`src/rtl/wb_port_arbiter.sv`:
```
// Shares the register-file write port between the in-order pipeline and buffered
// multiplier/divider results; round-robin between units, forced drain on starvation.
module wb_port_arbiter #(
    parameter int unsigned STARVE_LIMIT = 8
) (
    input  logic        clk,
    input  logic        Rst,
    input  logic        hold,
    input  logic        pipe_regwrite,
    input  logic [4:0]  pipe_rd,
    input  logic [31:0] pipe_res,
    input  logic        mul_valid,
    input  logic [4:0]  mul_rd,
    input  logic [31:0] mul_res,
    output logic        mul_ready,
    input  logic        div_valid,
    input  logic [4:0]  div_rd,
    input  logic [31:0] div_res,
    output logic        div_ready,
    output logic        wb_regwrite,
    output logic [4:0]  wb_rd,
    output logic [31:0] wb_res,
    output logic [1:0]  wb_src,
    output logic        stall_req,
    output logic [31:0] pending_mask
);
    localparam logic [7:0] LIMIT_M1 = 8'(STARVE_LIMIT - 1);

    // Unit index 0 is the multiplier, 1 the divider.
    logic [1:0]  in_valid;
    logic [4:0]  in_rd   [2];
    logic [31:0] in_res  [2];
    logic [1:0]  in_ready;

    logic [1:0]  hv_q, hv_d;
    logic [4:0]  hrd_q   [2];
    logic [4:0]  hrd_d   [2];
    logic [31:0] hres_q  [2];
    logic [31:0] hres_d  [2];
    logic        last_div_q, last_div_d;
    logic [7:0]  cnt_q, cnt_d;
    logic        starve_q, starve_d;
    logic        wb_we_q, wb_we_d;
    logic [4:0]  wb_rd_q, wb_rd_d;
    logic [31:0] wb_res_q, wb_res_d;
    logic [1:0]  wb_src_q, wb_src_d;

    logic        slot_free;
    logic [1:0]  gnt;

    assign in_valid  = {div_valid, mul_valid};
    assign in_rd[0]  = mul_rd;
    assign in_rd[1]  = div_rd;
    assign in_res[0] = mul_res;
    assign in_res[1] = div_res;

    genvar gi;
    generate
        for (gi = 0; gi < 2; gi++) begin : g_unit
            assign in_ready[gi] = !Rst && !hold && !hv_q[gi];
        end
        for (gi = 0; gi < 32; gi++) begin : g_pend
            assign pending_mask[gi] = (hv_q[0] && (hrd_q[0] == 5'(gi)))
                                   || (hv_q[1] && (hrd_q[1] == 5'(gi)));
        end
    endgenerate

    assign mul_ready = in_ready[0];
    assign div_ready = in_ready[1];

    // A forced-drain cycle frees the slot; upstream re-presents the pipe result.
    always_comb begin
        slot_free = !pipe_regwrite || (pipe_rd == 5'd0) || starve_q;
        gnt       = 2'b00;
        if (slot_free) begin
            if (hv_q == 2'b11) begin
                gnt = last_div_q ? 2'b01 : 2'b10;
            end else begin
                gnt = hv_q;
            end
        end
    end

    always_comb begin
        hv_d       = hv_q;
        hrd_d      = hrd_q;
        hres_d     = hres_q;
        last_div_d = last_div_q;
        cnt_d      = cnt_q;
        starve_d   = starve_q;
        wb_we_d    = wb_we_q;
        wb_rd_d    = wb_rd_q;
        wb_res_d   = wb_res_q;
        wb_src_d   = wb_src_q;
        if (!hold) begin
            // rd==0 results complete the handshake but are never stored.
            for (int i = 0; i < 2; i++) begin
                if (gnt[i]) begin
                    hv_d[i] = 1'b0;
                end else if (in_valid[i] && in_ready[i] && (in_rd[i] != 5'd0)) begin
                    hv_d[i]   = 1'b1;
                    hrd_d[i]  = in_rd[i];
                    hres_d[i] = in_res[i];
                end
            end

            if (gnt != 2'b00) begin
                last_div_d = gnt[1];
            end

            if ((gnt != 2'b00) || (hv_q == 2'b00)) begin
                cnt_d    = 8'd0;
                starve_d = 1'b0;
            end else begin
                cnt_d = cnt_q + 8'd1;
                if (cnt_q == LIMIT_M1) begin
                    starve_d = 1'b1;
                end
            end

            if (gnt[0]) begin
                wb_we_d  = 1'b1;
                wb_rd_d  = hrd_q[0];
                wb_res_d = hres_q[0];
                wb_src_d = 2'b01;
            end else if (gnt[1]) begin
                wb_we_d  = 1'b1;
                wb_rd_d  = hrd_q[1];
                wb_res_d = hres_q[1];
                wb_src_d = 2'b10;
            end else begin
                wb_we_d  = !slot_free;
                wb_rd_d  = pipe_rd;
                wb_res_d = pipe_res;
                wb_src_d = 2'b00;
            end
        end
    end

    always_ff @(posedge clk) begin
        if (Rst) begin
            hv_q       <= 2'b00;
            hrd_q      <= '{default: '0};
            hres_q     <= '{default: '0};
            last_div_q <= 1'b1;
            cnt_q      <= 8'd0;
            starve_q   <= 1'b0;
            wb_we_q    <= 1'b0;
            wb_rd_q    <= 5'd0;
            wb_res_q   <= 32'd0;
            wb_src_q   <= 2'b00;
        end else begin
            hv_q       <= hv_d;
            hrd_q      <= hrd_d;
            hres_q     <= hres_d;
            last_div_q <= last_div_d;
            cnt_q      <= cnt_d;
            starve_q   <= starve_d;
            wb_we_q    <= wb_we_d;
            wb_rd_q    <= wb_rd_d;
            wb_res_q   <= wb_res_d;
            wb_src_q   <= wb_src_d;
        end
    end

    assign wb_regwrite = wb_we_q;
    assign wb_rd       = wb_rd_q;
    assign wb_res      = wb_res_q;
    assign wb_src      = wb_src_q;
    assign stall_req   = starve_q;

endmodule

```
`config.mk`:
```
export PLATFORM = sky130hd
export DESIGN_NAME = wb_port_arbiter
export DESIGN_NICKNAME = d
export VERILOG_FILES = /design/src/rtl/wb_port_arbiter.sv
export SDC_FILE = /design/constraint.sdc
export NUM_CORES = 1
export LEC_CHECK = 0
export BUFFER_PORTS_ARGS = -buffer_cell sky130_fd_sc_hd__buf_4
export CORE_MARGIN = 2
export CORE_UTILIZATION = 35
export DETAILED_ROUTE_END_ITERATION = 8
export GPL_TIMING_DRIVEN = 0
export SYNTH_ARGS = -nofsm -noshare
export SYNTH_HDL_FRONTEND = slang
export SYNTH_SLANG_ARGS = --single-unit
```
`constraint.sdc`:
```
create_clock -name clk -period 1.6 [get_ports clk]
set_input_delay 0.16 -clock clk [delete_from_list [all_inputs] [get_ports clk]]
set_output_delay 0.16 -clock clk [all_outputs]
set_load 0.02 [all_outputs]
```
After elaboration in Yosys (flattened, before gate mapping)
Index checks and enable logic that the tools add are counted.
Word-level totals
  logic and storage cells: 227
  register bits after elaboration: 126
Operators by class
  bitwise logic cells: 3
  multiplexer cells: 18
  add/sub/neg operators: 1
  eq/ne operators: 64
  reduce and logical (&&, ||, !) cells: 128
Operators by type and width (number)
  $eq 5x5->1 const B: 32
  $eq 5x4->1 const B: 16
  $logic_and 1x1->1: 71
  $mux 32: 2
  $eq 5x3->1 const B: 8
  $logic_or 1x1->1: 35
  $eq 5x2->1 const B: 4
  $logic_not 5->1: 3
  $eq 5x1->1 const B: 2
  $mux 2: 5
  $mux 5: 2
  $reduce_bool 5->1: 2
  $add 8x1->8 const B: 1
  $eq 8x3->1 const B: 1
  $mux 1: 8
  $mux 8: 1
  $reduce_and 2->1: 4
  $reduce_bool 2->1: 4
  $logic_not 1->1: 6
  $reduce_and 3->1: 2
  $not 1->1: 3
  $eq 2x2->1 const B: 1
  $logic_not 2->1: 1

Depth between registers and ports, before layout
  word-level depth: 8
  depth in mapped cells: 7
  mapped depth without buffers: 5

Least setup slack after synthesis
Ideal clock, no wire load.
  path kind: flip-flop to flip-flop
  start point: register hv_q[1]
  end point: register hres_q[10] (netlist name)
  period minus slack after synthesis: 1.698 ns
  path slack: -0.098 ns
  arrival: 1.627 ns
  stages on the path, launching flop included: 7
  buffers on the path: 2
  setup time: 0.071 ns
  cells stage by stage: dfxtp_1 > buf_2 > nor3_2 > o211a_1 > clkbuf_1 > nand2_1 > a21oi_2
Between the ends
  word-level cells in the longest chain between the ends: 5
RTL lines
  start, declared: line 35  | logic [1:0] hv_q, hv_d;
  start signal, assigned: line 153  | hv_q <= hv_d;
  $logic_not 1->1: line 60  | assign in_ready[gi] = !Rst && !hold && !hv_q[gi];
  $logic_and 1x1->1: line 60
  net div_ready: line 19  | output logic div_ready,
  $logic_and 1x1->1 (2 in series): line 100  | end else if (in_valid[i] && in_ready[i] && (in_rd[i] != 5'd0)) begin
  $reduce_and 3->1 (no line)
  end signal, assigned: line 155  | hres_q <= hres_d;
  end, declared: line 38  | logic [31:0] hres_q [2];
The timed path passes the listed nets, and every way through them passes these cells.
A chain may end at the register's enable or synchronous reset.

Worst setup path in the final report
  start point: register hv_q[1]
  end point: output port pending_mask[31]
Between the ends
  word-level cells in the longest chain between the ends: 2
RTL lines
  $logic_and 1x1->1: line 64  | || (hv_q[1] && (hrd_q[1] == 5'(gi)));
  $logic_or 1x1->1: line 64
  end, declared: line 25  | output logic [31:0] pending_mask
Every way passes these cells.

==> key figures <==
Clock network
  • CTS tree: built
  • H-tree Lvls: 4
  • Clock sinks: about 130
  • Clk buf depth: 2
  • Worst-path clk slew: about 60 ps
  • Root buffer cell: clkbuf_16
  • Clk_lat worst skew: roughly 420 ps
  • TritonCTS buffer count: 17

Timing
  • Slew headroom: approximately half
  • Worst setup margin: -220 ps
  • Fin. Hold Viols: 0
  • Setup Skew: around 8.4 ps
  • Unrepaired setup endpoints after global routing: true
  • Post-route setup TNS: -4810 ps
  • Worst Tran Pin Value: 758 ps
  • Final period utilization: 114%
  • Crit path time final: 1820 ps
  • Pins Over Slew Limit: 0
  • Final setup fails: 48
  • Max frequency: between 0.5 and 0.6 GHz

Synthesis
  • Simple-gate share of the synthesized area: roughly a fifth
  • Mapped Area: 5750 um2
  • Part of the Yosys area used for sequential elements: around 44%
  • Mapped Cells: roughly 660
  • Asr flop ratio synth: 0%
  • Post-synthesis mux area share: 0%
  • Syn avg cell area: 8.73 um2
  • Top_reg_cell synth: dfxtp_1
  • Syn_nets: about 780
  • Synth Area in Compound Gates: about 29%
  • Post-synthesis xor/xnor area fraction: less than 1%
  • Number of synthesized flops with an enable pin: 0
  • Adder-cell area share of the yosys netlist: 0.218%
  • Flops & latches, synth: between 100 and 150
  • Synth Warn #: 0
  • Distinct cells, synth: 48
  • Largest family of logic cells by synthesized area: compound AO/OA/AOI/OAI gates

Route
  • DRC viols: 0
  • DRT Pass-1 Iters: 4
  • Routed WL per cell: 18.5 um
  • Routed wire length: 22700 um
  • Post-route ant nets: 0
  • Vias: between 6000 and 7000
  • DRT iter0 DRCs: approximately 400
  • Vias per cell: approximately 5.3

Finish
  • Area Growth Syn to Fin: 80.4%
  • Nets: about 1100
  • Post-route insts no fill: roughly 1200
  • Layout cells sized above 1: a little under half
  • Post-route cell area: 10400 um2
  • ANT cells: 0
  • Most common cell after layout, fill and taps aside: buf_4
  • Most frequent cells in the layout: buf_4 (196), nand2_1 (125), dfxtp_1 (114), dlygate4sd3_1 (100), a21oi_2 (58)

Place
  • Post-DP Area: around 7500 um2
  • Hpwl dp: 14700 um
  • Port Buffer Count: between 150 and 200
  • GPL Wtd Cong: 0.928
  • Dpl cells: between 1000 and 1500

Die
  • Initial Util: a little over a third
  • Core Rows: 46
  • Die Ht: 132 um
  • Die width: 132 um
  • Die area: approximately 17000 um2
  • CORE AREA: roughly 16000 um2
  • Boundary Pins: around 190

Power
  • Total power draw: between 0.008 and 0.009 W
  • Pwr dens: 818 nW/um2
  • VDD IR max: between 0.6 and 0.7 mV
  • Lkg Pwr: 4.05 nW

Global routing
  • Initial antenna violation count: 0
  • Total Routing Usage GR: roughly 24%
  • Gr ovfl total: 0
  • Vias in the first global route: approximately 6400
  • First-pass GRT wire length: 33400 um
  • Largest net degree at the start of global routing: 17

Critical path
  • Worst EP required: 1440 ps
  • Worst-path maximum fanout: 6
  • Critical path, cell by cell: buf_6 -> buf_4 -> nand4_1 -> o22ai_1 -> buf_4
  • CP max stage cell: dfxtp_2
  • Critical path class: flop to output pin
  • Crit path capture type: output pin
  • Worst path max stage delay: around 330 ps
  • CP Launch Type: flop
  • Most used cell, CP: buf_4
  • CP arrival: roughly 1700 ps

Status
  • Status: finished with violations
  • Failing checks: setup timing

Hold path
  • Hold Path Class: primary input to flop

Flow run
  • Max-Cap Viols: 0
[routing by layer]
metal  part of all wire [%]  vias to the layer above  global-route usage (%)
met4                    2.1                        0                    7.41
met1                     42                     3153                    29.5
met3                    5.9                       45                    5.54
met5                      0                        -                       0
met2                     50                      264                    41.9
li1                       -                     3088                       -
[cells in the mapped netlist (2+ instances only)]
master	count	area share, %
or4_4	2	0.39
xor2_1	4	0.61
a21oi_2	57	8.7
inv_1	2	0.13
nand2b_1	7	0.76
a311oi_1	3	0.46
a221o_1	34	5.9
clkbuf_1	23	1.5
nand2_1	159	10
a211oi_1	2	0.26
nand3_1	10	0.87
o211ai_4	2	0.74
a21oi_1	22	1.9
a221oi_1	4	0.61
a32o_1	3	0.52
nand4_1	4	0.43
nor3_1	3	0.26
nor2b_1	6	0.65
o21ai_0	3	0.26
buf_2	11	0.96
nor3_2	3	0.52
nor4_1	3	0.33
dfxtp_1	126	44
o211a_1	2	0.35
nor2_1	56	3.7
buf_1	6	0.39
o22ai_1	32	3.5
buf_6	11	2.2
or2_2	2	0.22
nand2_2	4	0.43
a32oi_1	34	5.2
buf_8	3	0.78
[critical path, delay by kind of cell (launching register included)]
kind / cells / cell delay [ps]
flops: 1 / 330
compound gates: 1 / 270
simple gates: 1 / 200
buf+inv: 3 / 440
[state kept, by name (all words and copies together) (netlist names)]
| signal | count |
|---|---|
| last_div_q | 1 |
| wb_src | 2 |
| wb_regwrite | 1 |
| wb_res | 32 |
| cnt_q | 8 |
| stall_req | 1 |
| hrd_q | 10 |
| wb_rd | 5 |
| hres_q | 64 |
| hv_q | 2 |
[report_power, final]
part	internal, W	switching (W)	leakage, nW
sequential	0.00327	0.000100	1.03
combinational	0.000795	0.000702	2.75
clock	0.00223	0.00139	0.270
total	0.00630	0.00219	4.05
[kinds of logic (layout without fill, tap and decap cells)]
| family | Yosys count | count (layout) |
|---|---|---|
| AOI/OAI and AO/OA | 206 | 206 |
| buffers and inverters | 60 | 415 |
| xor gates and xnor gates | 5 | 5 |
| DFF | 126 | 126 |
| adders and majority gates | 1 | 1 |
| and+or+nand+nor | 261 | 261 |
[cell type report]
cell class,count,area (um2)
fill,1322,5630
multi-input combinational,473,3490
timing repair buffer,331,3010
sequential,126,2550
buffer,50,503
clock buffer,24,482
tap,216,270
clock inverter,7,62.6
inverter,3,11.3
[per-stage QoR]
| stage | hold slack [ps] | worst slack [ps] | util (%) |
|---|---|---|---|
| finish | 8.50 | -220 | 64.8 |
| global route | 5.33 | -271 | 64.8 |
| CTS | 0.693 | -180 | 59.7 |
| detailed placement | 387 | -473 | 46.6 |
| global placement | 384 | -450 | 46.6 |
| floorplan | 296 | 13.5 | - |
[worst paths after layout]
kind / from / to / slack, ps / cells past startpoint
worst min register to register: hres_q[4]$_SDFFE_PP0P_ / hres_q[4]$_SDFFE_PP0P_ / 450 / 2
worst min-delay path: div_res[21] / hres_q[21]$_SDFFE_PP0P_ / 8 / 3
worst max-delay path: hv_q[1]$_SDFFE_PP0P_ / pending_mask[31] / -220 / 5
worst max register to register: hv_q[1]$_SDFFE_PP0P_ / hres_q[18]$_SDFFE_PP0P_ / -20 / 8
[repair_timing]
item                                   CTS  global route
resized for setup                      121           126
hold buffers                            97             3
gates cloned                             1             8
buffers inserted                        14            19
endpoints found under the hold margin   97             3
pin swaps                               19            46
setup endpoints to repair              120           122
Power figures use the tool's default switching activity.
